**config.mk**
```make
export PLATFORM = sky130hd
export DESIGN_NAME = pwm_carrier_sequencer
export DESIGN_NICKNAME = d
export VERILOG_FILES = /design/src/rtl/pwm_carrier_sequencer.sv
export SDC_FILE = /design/constraint.sdc
export NUM_CORES = 1
export LEC_CHECK = 0
export ABC_AREA = 1
export CORE_ASPECT_RATIO = 1.75
export CORE_MARGIN = 4
export CORE_UTILIZATION = 54
export CTS_BUF_LIST = sky130_fd_sc_hd__clkbuf_2
export DETAILED_ROUTE_END_ITERATION = 16
export GPL_TIMING_DRIVEN = 0
export PLACE_DENSITY_LB_ADDON = 0.12
export SYNTH_ARGS = -nofsm -noshare
export SYNTH_HDL_FRONTEND = slang
export SYNTH_SLANG_ARGS = --single-unit
export TNS_END_PERCENT = 20
```
**constraint.sdc**
```tcl
create_clock -name clk_i -period 4.55 [get_ports clk_i]
set_clock_uncertainty 0.2 [all_clocks]
set_input_delay 0.455 -clock clk_i [delete_from_list [all_inputs] [get_ports clk_i]]
set_output_delay 0.455 -clock clk_i [all_outputs]
set_load 0.01 [all_outputs]
```
**src/rtl/pwm_carrier_sequencer.sv**
```systemverilog
// Shared PWM carrier: half-period counter, phase flag, double-buffered period,
// external carrier sync and the common output-enable sequencer.
module pwm_carrier_sequencer #(
  parameter logic [15:0] MIN_PERIOD   = 16'd100,
  parameter logic [15:0] MAX_PERIOD   = 16'h7FFF,
  parameter logic [15:0] RESET_PERIOD = 16'd1000,
  parameter bit          SYNC_ENABLE  = 1'b1
) (
  input  logic        clk_i,
  input  logic        rst_i,
  input  logic [15:0] next_period_i,
  input  logic        start_i,
  input  logic        stop_i,
  input  logic        fault_i,
  input  logic        fault_clear_i,
  input  logic        ext_sync_i,
  output logic [15:0] local_counter_o,
  output logic [15:0] current_period_o,
  output logic [15:0] next_period_o,
  output logic        sync_phase_o,
  output logic        period_start_o,
  output logic        enable_output_o,
  output logic        fault_latched_o,
  output logic [2:0]  state_o
);

  localparam int unsigned CNT_W = 16;
  localparam int unsigned ST_W  = 3;

  typedef enum logic [ST_W-1:0] {
    S_IDLE     = 3'd0,
    S_ARMING   = 3'd1,
    S_RUN      = 3'd2,
    S_STOPPING = 3'd3,
    S_FAULT    = 3'd4
  } state_e;

  logic [CNT_W-1:0] cnt_q, cnt_d;
  logic [CNT_W-1:0] cur_period_q, cur_period_d;
  logic [CNT_W-1:0] next_period_q, next_period_d;
  logic             phase_q, phase_d;
  logic             pstart_q, pstart_d;
  logic             enable_q, enable_d;
  logic             fault_q, fault_d;
  state_e           state_q, state_d;
  logic             sync1_q, sync1_d;
  logic             sync2_q, sync2_d;
  logic             sync3_q, sync3_d;
  logic             sync_edge_q, sync_edge_d;

  logic             wrap;
  logic             boundary;

  // Requested period is clamped once here so every consumer sees a legal value.
  always_comb begin
    next_period_d = next_period_i;
    if (next_period_i < MIN_PERIOD) begin
      next_period_d = MIN_PERIOD;
    end else if (next_period_i > MAX_PERIOD) begin
      next_period_d = MAX_PERIOD;
    end
  end

  // Two-flop synchroniser plus registered rising-edge detect on stage 2.
  always_comb begin
    sync1_d     = ext_sync_i & SYNC_ENABLE;
    sync2_d     = sync1_q;
    sync3_d     = sync2_q;
    sync_edge_d = sync2_q & ~sync3_q;
  end

  assign wrap     = (cnt_q == (cur_period_q - CNT_W'(1)));
  assign boundary = (wrap & phase_q) | sync_edge_q;

  // Carrier: the period is only reloaded on a full-period boundary.
  always_comb begin
    cnt_d        = cnt_q + CNT_W'(1);
    phase_d      = phase_q;
    cur_period_d = cur_period_q;
    pstart_d     = 1'b0;
    if (boundary) begin
      cnt_d        = '0;
      phase_d      = 1'b0;
      cur_period_d = next_period_q;
      pstart_d     = 1'b1;
    end else if (wrap) begin
      cnt_d   = '0;
      phase_d = ~phase_q;
    end
  end

  // Enable sequencer; fault overrides every other input.
  always_comb begin
    state_d = state_q;
    if (fault_i) begin
      state_d = S_FAULT;
    end else begin
      case (state_q)
        S_IDLE: begin
          if (start_i && !stop_i) state_d = S_ARMING;
        end
        S_ARMING: begin
          if (stop_i) begin
            state_d = S_IDLE;
          end else if (boundary) begin
            state_d = S_RUN;
          end
        end
        S_RUN: begin
          if (stop_i) state_d = S_STOPPING;
        end
        S_STOPPING: begin
          if (boundary) state_d = S_IDLE;
        end
        S_FAULT: begin
          if (fault_clear_i) state_d = S_IDLE;
        end
        default: state_d = S_IDLE;
      endcase
    end
    enable_d = (state_d == S_RUN) || (state_d == S_STOPPING);
    fault_d  = (state_d == S_FAULT);
  end

  always_ff @(posedge clk_i) begin
    if (rst_i) begin
      cnt_q         <= '0;
      phase_q       <= 1'b0;
      cur_period_q  <= RESET_PERIOD;
      next_period_q <= RESET_PERIOD;
      pstart_q      <= 1'b0;
      enable_q      <= 1'b0;
      fault_q       <= 1'b0;
      state_q       <= S_IDLE;
      sync1_q       <= 1'b0;
      sync2_q       <= 1'b0;
      sync3_q       <= 1'b0;
      sync_edge_q   <= 1'b0;
    end else begin
      cnt_q         <= cnt_d;
      phase_q       <= phase_d;
      cur_period_q  <= cur_period_d;
      next_period_q <= next_period_d;
      pstart_q      <= pstart_d;
      enable_q      <= enable_d;
      fault_q       <= fault_d;
      state_q       <= state_d;
      sync1_q       <= sync1_d;
      sync2_q       <= sync2_d;
      sync3_q       <= sync3_d;
      sync_edge_q   <= sync_edge_d;
    end
  end

  assign local_counter_o  = cnt_q;
  assign current_period_o = cur_period_q;
  assign next_period_o    = next_period_q;
  assign sync_phase_o     = phase_q;
  assign period_start_o   = pstart_q;
  assign enable_output_o  = enable_q;
  assign fault_latched_o  = fault_q;
  assign state_o          = state_q;

endmodule
```
**Word-level counts from Yosys, hierarchy flattened**

Index checks and enable logic that the tools add are counted.

- $add $sub $neg: 2
- $lt $le $gt $ge: 2
- Equal/unequal tests: 8
- Muxes and demuxes: 11
- Bitwise gates (word level): 5
- Reductions and logical operators: 8

Operators by type and width:

| operator | count |
|---|---|
| 3-bit two-way mux | 7 |
| 16-bit by 1-bit adder with 16-bit output (second input constant) | 1 |
| 16-bit equality test | 1 |
| 16-bit by 15-bit greater-than comparator with 1-bit output (second input constant) | 1 |
| 16-bit by 7-bit < comparator with 1-bit output (second input constant) | 1 |
| 16-bit by 1-bit subtractor with 16-bit output (second input constant) | 1 |
| 15-bit two-way mux | 1 |
| 3-bit case mux with 5 select lines | 1 |
| 3-bit by 2-bit equality test with 1-bit output (second input constant) | 4 |
| 10-bit two-way mux | 1 |
| 3-bit equality test (second input constant) | 2 |
| 3-bit OR reduction | 2 |
| 2-bit OR reduction | 2 |
| 3-bit by 1-bit equality test with 1-bit output (second input constant) | 1 |
| 3-bit logical NOT | 1 |
| 1-bit AND | 2 |
| 1-bit NOT | 2 |
| 1-bit logical AND | 1 |
| 1-bit logical NOT | 1 |
| 1-bit logical OR | 1 |
| 1-bit two-way mux | 1 |
| 1-bit OR | 1 |

- Register bits after elaboration: 59
- Input bits: 23
- Output and inout bits: 55
- Logic and storage cells: 50

**Logic depth before layout (Yosys ltp)**

- Depth after elaboration: 10
- Mapped depth: 18
- Mapped depth without buffers: 16

**Least setup slack after synthesis**

No wires, ideal clock.

- Path kind: flip-flop to flip-flop
- Start point: register cur_period_q[0], in the netlist current_period_o[0]
- End point: register cur_period_q[10], in the netlist current_period_o[10]
- Library setup time: 0.067 ns
- Arrival: 2.046 ns
- Data required time: 4.283 ns
- Slack: 2.237 ns
- Stages on the path, launching flop included: 17
- Buffers on the path: 2
- Period minus slack after synthesis: 2.313 ns
- Path through: dfxtp_1 inv_1 ha_1 buf_2 xnor2_1 inv_1 nand2_1 nand2_1 nand3b_1 nor2_2 nand4_4 nand2_4 nand2_4 clkinv_2 buf_12 nand2_2 o21ai_2

- Cells in the longest elaborated chain, start to end: 4

RTL lines:

| item | RTL line | source |
|---|---|---|
| from (decl) | 39 | `logic [CNT_W-1:0] cur_period_q, cur_period_d;` |
| from (signal assigned) | 142 | `cur_period_q <= cur_period_d;` |
| 16-bit by 1-bit subtractor with 16-bit output | 72 | `assign wrap = (cnt_q == (cur_period_q - CNT_W'(1)));` |
| 16-bit equality test | 72 |  |
| 1-bit AND | 73 | `assign boundary = (wrap & phase_q) \| sync_edge_q;` |
| 1-bit OR | 73 |  |

Every way passes these cells.
A chain may end at the register's enable or synchronous reset.

**Final worst setup path**

- Start point: register cur_period_q[0], in the netlist current_period_o[0]
- End point: register cnt_q[7], in the netlist local_counter_o[7]

- Cells in the longest elaborated chain, start to end: 5

RTL lines:

| item | RTL line | source |
|---|---|---|
| 16-bit by 1-bit subtractor with 16-bit output * | 72 |  |
| 16-bit equality test * | 72 |  |
| 1-bit AND | 73 |  |
| 1-bit OR | 73 |  |
| 3-bit OR reduction (no line) * | - |  |
| to (signal assigned) | 140 | `cnt_q <= cnt_d;` |
| to (decl) | 38 | `logic [CNT_W-1:0] cnt_q, cnt_d;` |

Mark *: on every way between the ends. The rest lies on a longest branch, timed or not.

==> impl_metrics.yaml <==
timing:
  timing.fmax_ghz: 0.3820
  setup_violations: 0
  whs_ns: 0.1326
  report.final.slew_viol_count: 0
  finalHoldViolCount: 0
  worst_pin_slew_ns: 0.6615
  period_minus_slack_ns: 2.618
  finalCritPeriodShare: 0.5753
  finalSetupTns_ns: 0
  rsz0062_at_grt: "no"
  final.setup.worst_slack_ns: 1.932
  maxSlewHeadroom: 0.5549
placement:
  gp_congestion: 0.9315
  io_buffer_count: 76
  dp_hpwl_mm: 5.528
  pre_cts_ws_ns: 1.952
  dpl_cell_area_sq_mm: 0.003685
setup_path:
  r2r_start: "current_period_o[0]"
  startpoint: "current_period_o[0]"
  path_class: "flop to flop"
  arrival_ns: 2.82
  critPathCaptureType: "flop"
  required_ns: 4.76
  path_max_fanout: 10
  start_kind: "flop"
die:
  coreArea_sq_mm: 0.005062
  ios: 78
  rows: 34
  die_height_microns: 104.2
  initial_core_util: 0.5643
  dieArea_sq_mm: 0.006563
  die_w_microns: 62.98
logic_synthesis:
  syn_area_per_cell_sq_um: 7.250
  synth_top_cell_by_area: "dfxtp_1"
  ys_seq_area_frac: 0.4135
  ys_ff_latch: 59
  synthFlopType: "dfxtp_1"
  synth_warnings: 0
  synthArstFlopShare: 0
  synthesis.instances: 394
  synth_edf_count: 0
  synth_top_area_share: 0.4135
  synth_area_leaders: "dfxtp_1, nand2_1, nor2_1"
  syn_area_sq_mm: 0.002856
  ys_types: 37
  synthesis.nets: 419
final_layout:
  post-route-util: 0.7435
  final_common_cell: "nand2_1"
  fin_area_sq_mm: 0.003764
  seq_area_sq_mm: 0.001181
  mostFrequentLayoutCells: "nand2_1, clkdlybuf4s50_1, nor2_1"
  nNetsFinal: 506
  post_route_cells_drive_above_1_share: 0.1113
  multiInputGateArea_sq_mm: 0.001421
  fill_cells: 420
  diodes: 0
  area_growth_pct: 31.76
pwr:
  powerDensity_mw_per_mm2: 241.3
  p_leak_uw: 0.001580
  peakVddDrop_mv: 0.2139
clock_network:
  clock_latency_ns: 0.50
  clock-root-buffer: "clkbuf_2"
  clk_path_buf_depth: 2
  path_clk_slew_ns: 0.16
  cts.sinks: 59
  numCtsBuffers: 9
  cts_tree: "yes"
  htreeDepth: 3
  cts_setup_buffers: 0
  ctsHoldBuffers: 0
  cts_resized: 0
route:
  drc_errors: 0
  avgRoutedWirePerCell_microns: 12.71
  drtPass1Iterations: 4
  ant_nets: 0
  via_count: 2751
  drt_iter0_markers: 93
  viasPerCell: 5.104
  routed_wl_mm: 6.853
global_route:
  grt.overflow.total: 0
  grt_first_pass_wirelength_mm: 11.28
  grt_usage: 0.2173
  antenna_found_initial: 0
  grt_pass1_vias: 2568
  grt_start_max_net_pins: 11
hold_path:
  hold_path.startpoint: "next_period_i[15]"
  min-delay-path-class: "input pin to flop"
job:
  cap_violations: 0
outcome:
  status: "complete, no violations"
kinds of logic (layout without fill, tap and decap cells):
| logic type | count (synthesis) | after routing | synth area share |
|---|---|---|---|
| adders and majority gates | 2 | 2 | 0.008759 |
| DFF | 59 | 59 | 0.4135 |
| other | 1 | 1 | 0.001313 |
| buffers and inverters | 61 | 152 | 0.08892 |
| AOI/OAI and AO/OA | 30 | 30 | 0.06307 |
| and+or+nand+nor | 224 | 224 | 0.3723 |
| xor gates and xnor gates | 17 | 17 | 0.05213 |
critical path, cell delays in order, from the launching register on:
cell and delay [ns]:
dfxtp_1 0.40, inv_1 0.11, ha_1 0.20, buf_2 0.16, xnor2_1 0.20, inv_1 0.06, nand2_1 0.05, nand2_1 0.04
nand3b_1 0.17, nor2_2 0.24, nand3_1 0.17, nand4_2 0.23, buf_4 0.22, nor2_1 0.06
cells in the mapped netlist, drive strengths merged (5+ instances only):
master / count
nand2: 96
dfxtp: 59
a21oi: 15
nand3: 29
o21ai: 12
nor2: 72
nor3: 6
nand3b: 5
inv: 55
xnor2: 9
nor3b: 5
xor2: 8
sequential cells by signal, indices dropped and copies added, names as in the netlist:
register	count
sync2_q	1
enable_output_o	1
sync1_q	1
next_period_o	16
sync3_q	1
period_start_o	1
sync_edge_q	1
state_o	3
current_period_o	16
fault_latched_o	1
sync_phase_o	1
local_counter_o	16
report_power, final:
| group | internal (uW) | switching, uW |
|---|---|---|
| Combinational | 55.2 | 49.2 |
| Sequential | 532 | 12.7 |
| Clock | 64.0 | 195 |
per-layer routing:
metal / track usage / up-vias / share of wire / routed length [microns]
met1: 0.1992 / 1244 / 0.37 / 2516
met4: 0.1043 / 0 / 0.029 / 198
li1: - / 1410 / - / -
met2: 0.4195 / 79 / 0.55 / 3765
met5: 0 / - / 0 / 0
met3: 0.06270 / 18 / 0.054 / 373
final cells by class:
cell class	count	area share
tap	54	0.01795
sequential	59	0.3138
clock inverter	6	0.008976
multi-input combinational	274	0.3777
clock buffer	9	0.01197
timing repair buffer	76	0.2021
inverter	56	0.05685
buffer	5	0.01064
worst paths after layout:
check                                           to  slack [ns]  depth (start not counted)
worst max register to register  local_counter_o[7]        1.93                         13
worst max-delay path            local_counter_o[7]        1.93                         13
worst min register to register         sync_edge_q        0.21                          1
worst min-delay path              next_period_o[1]        0.13                          3
per-stage QoR:
step,cells,power [uW]
after CTS,539,914.9
after floorplan,394,602.0
after detailed placement,524,661.4
final,539,908.2
after global placement,524,658.6
after global routing,539,946.9
Note: power is estimated with default switching activity, not from simulation.
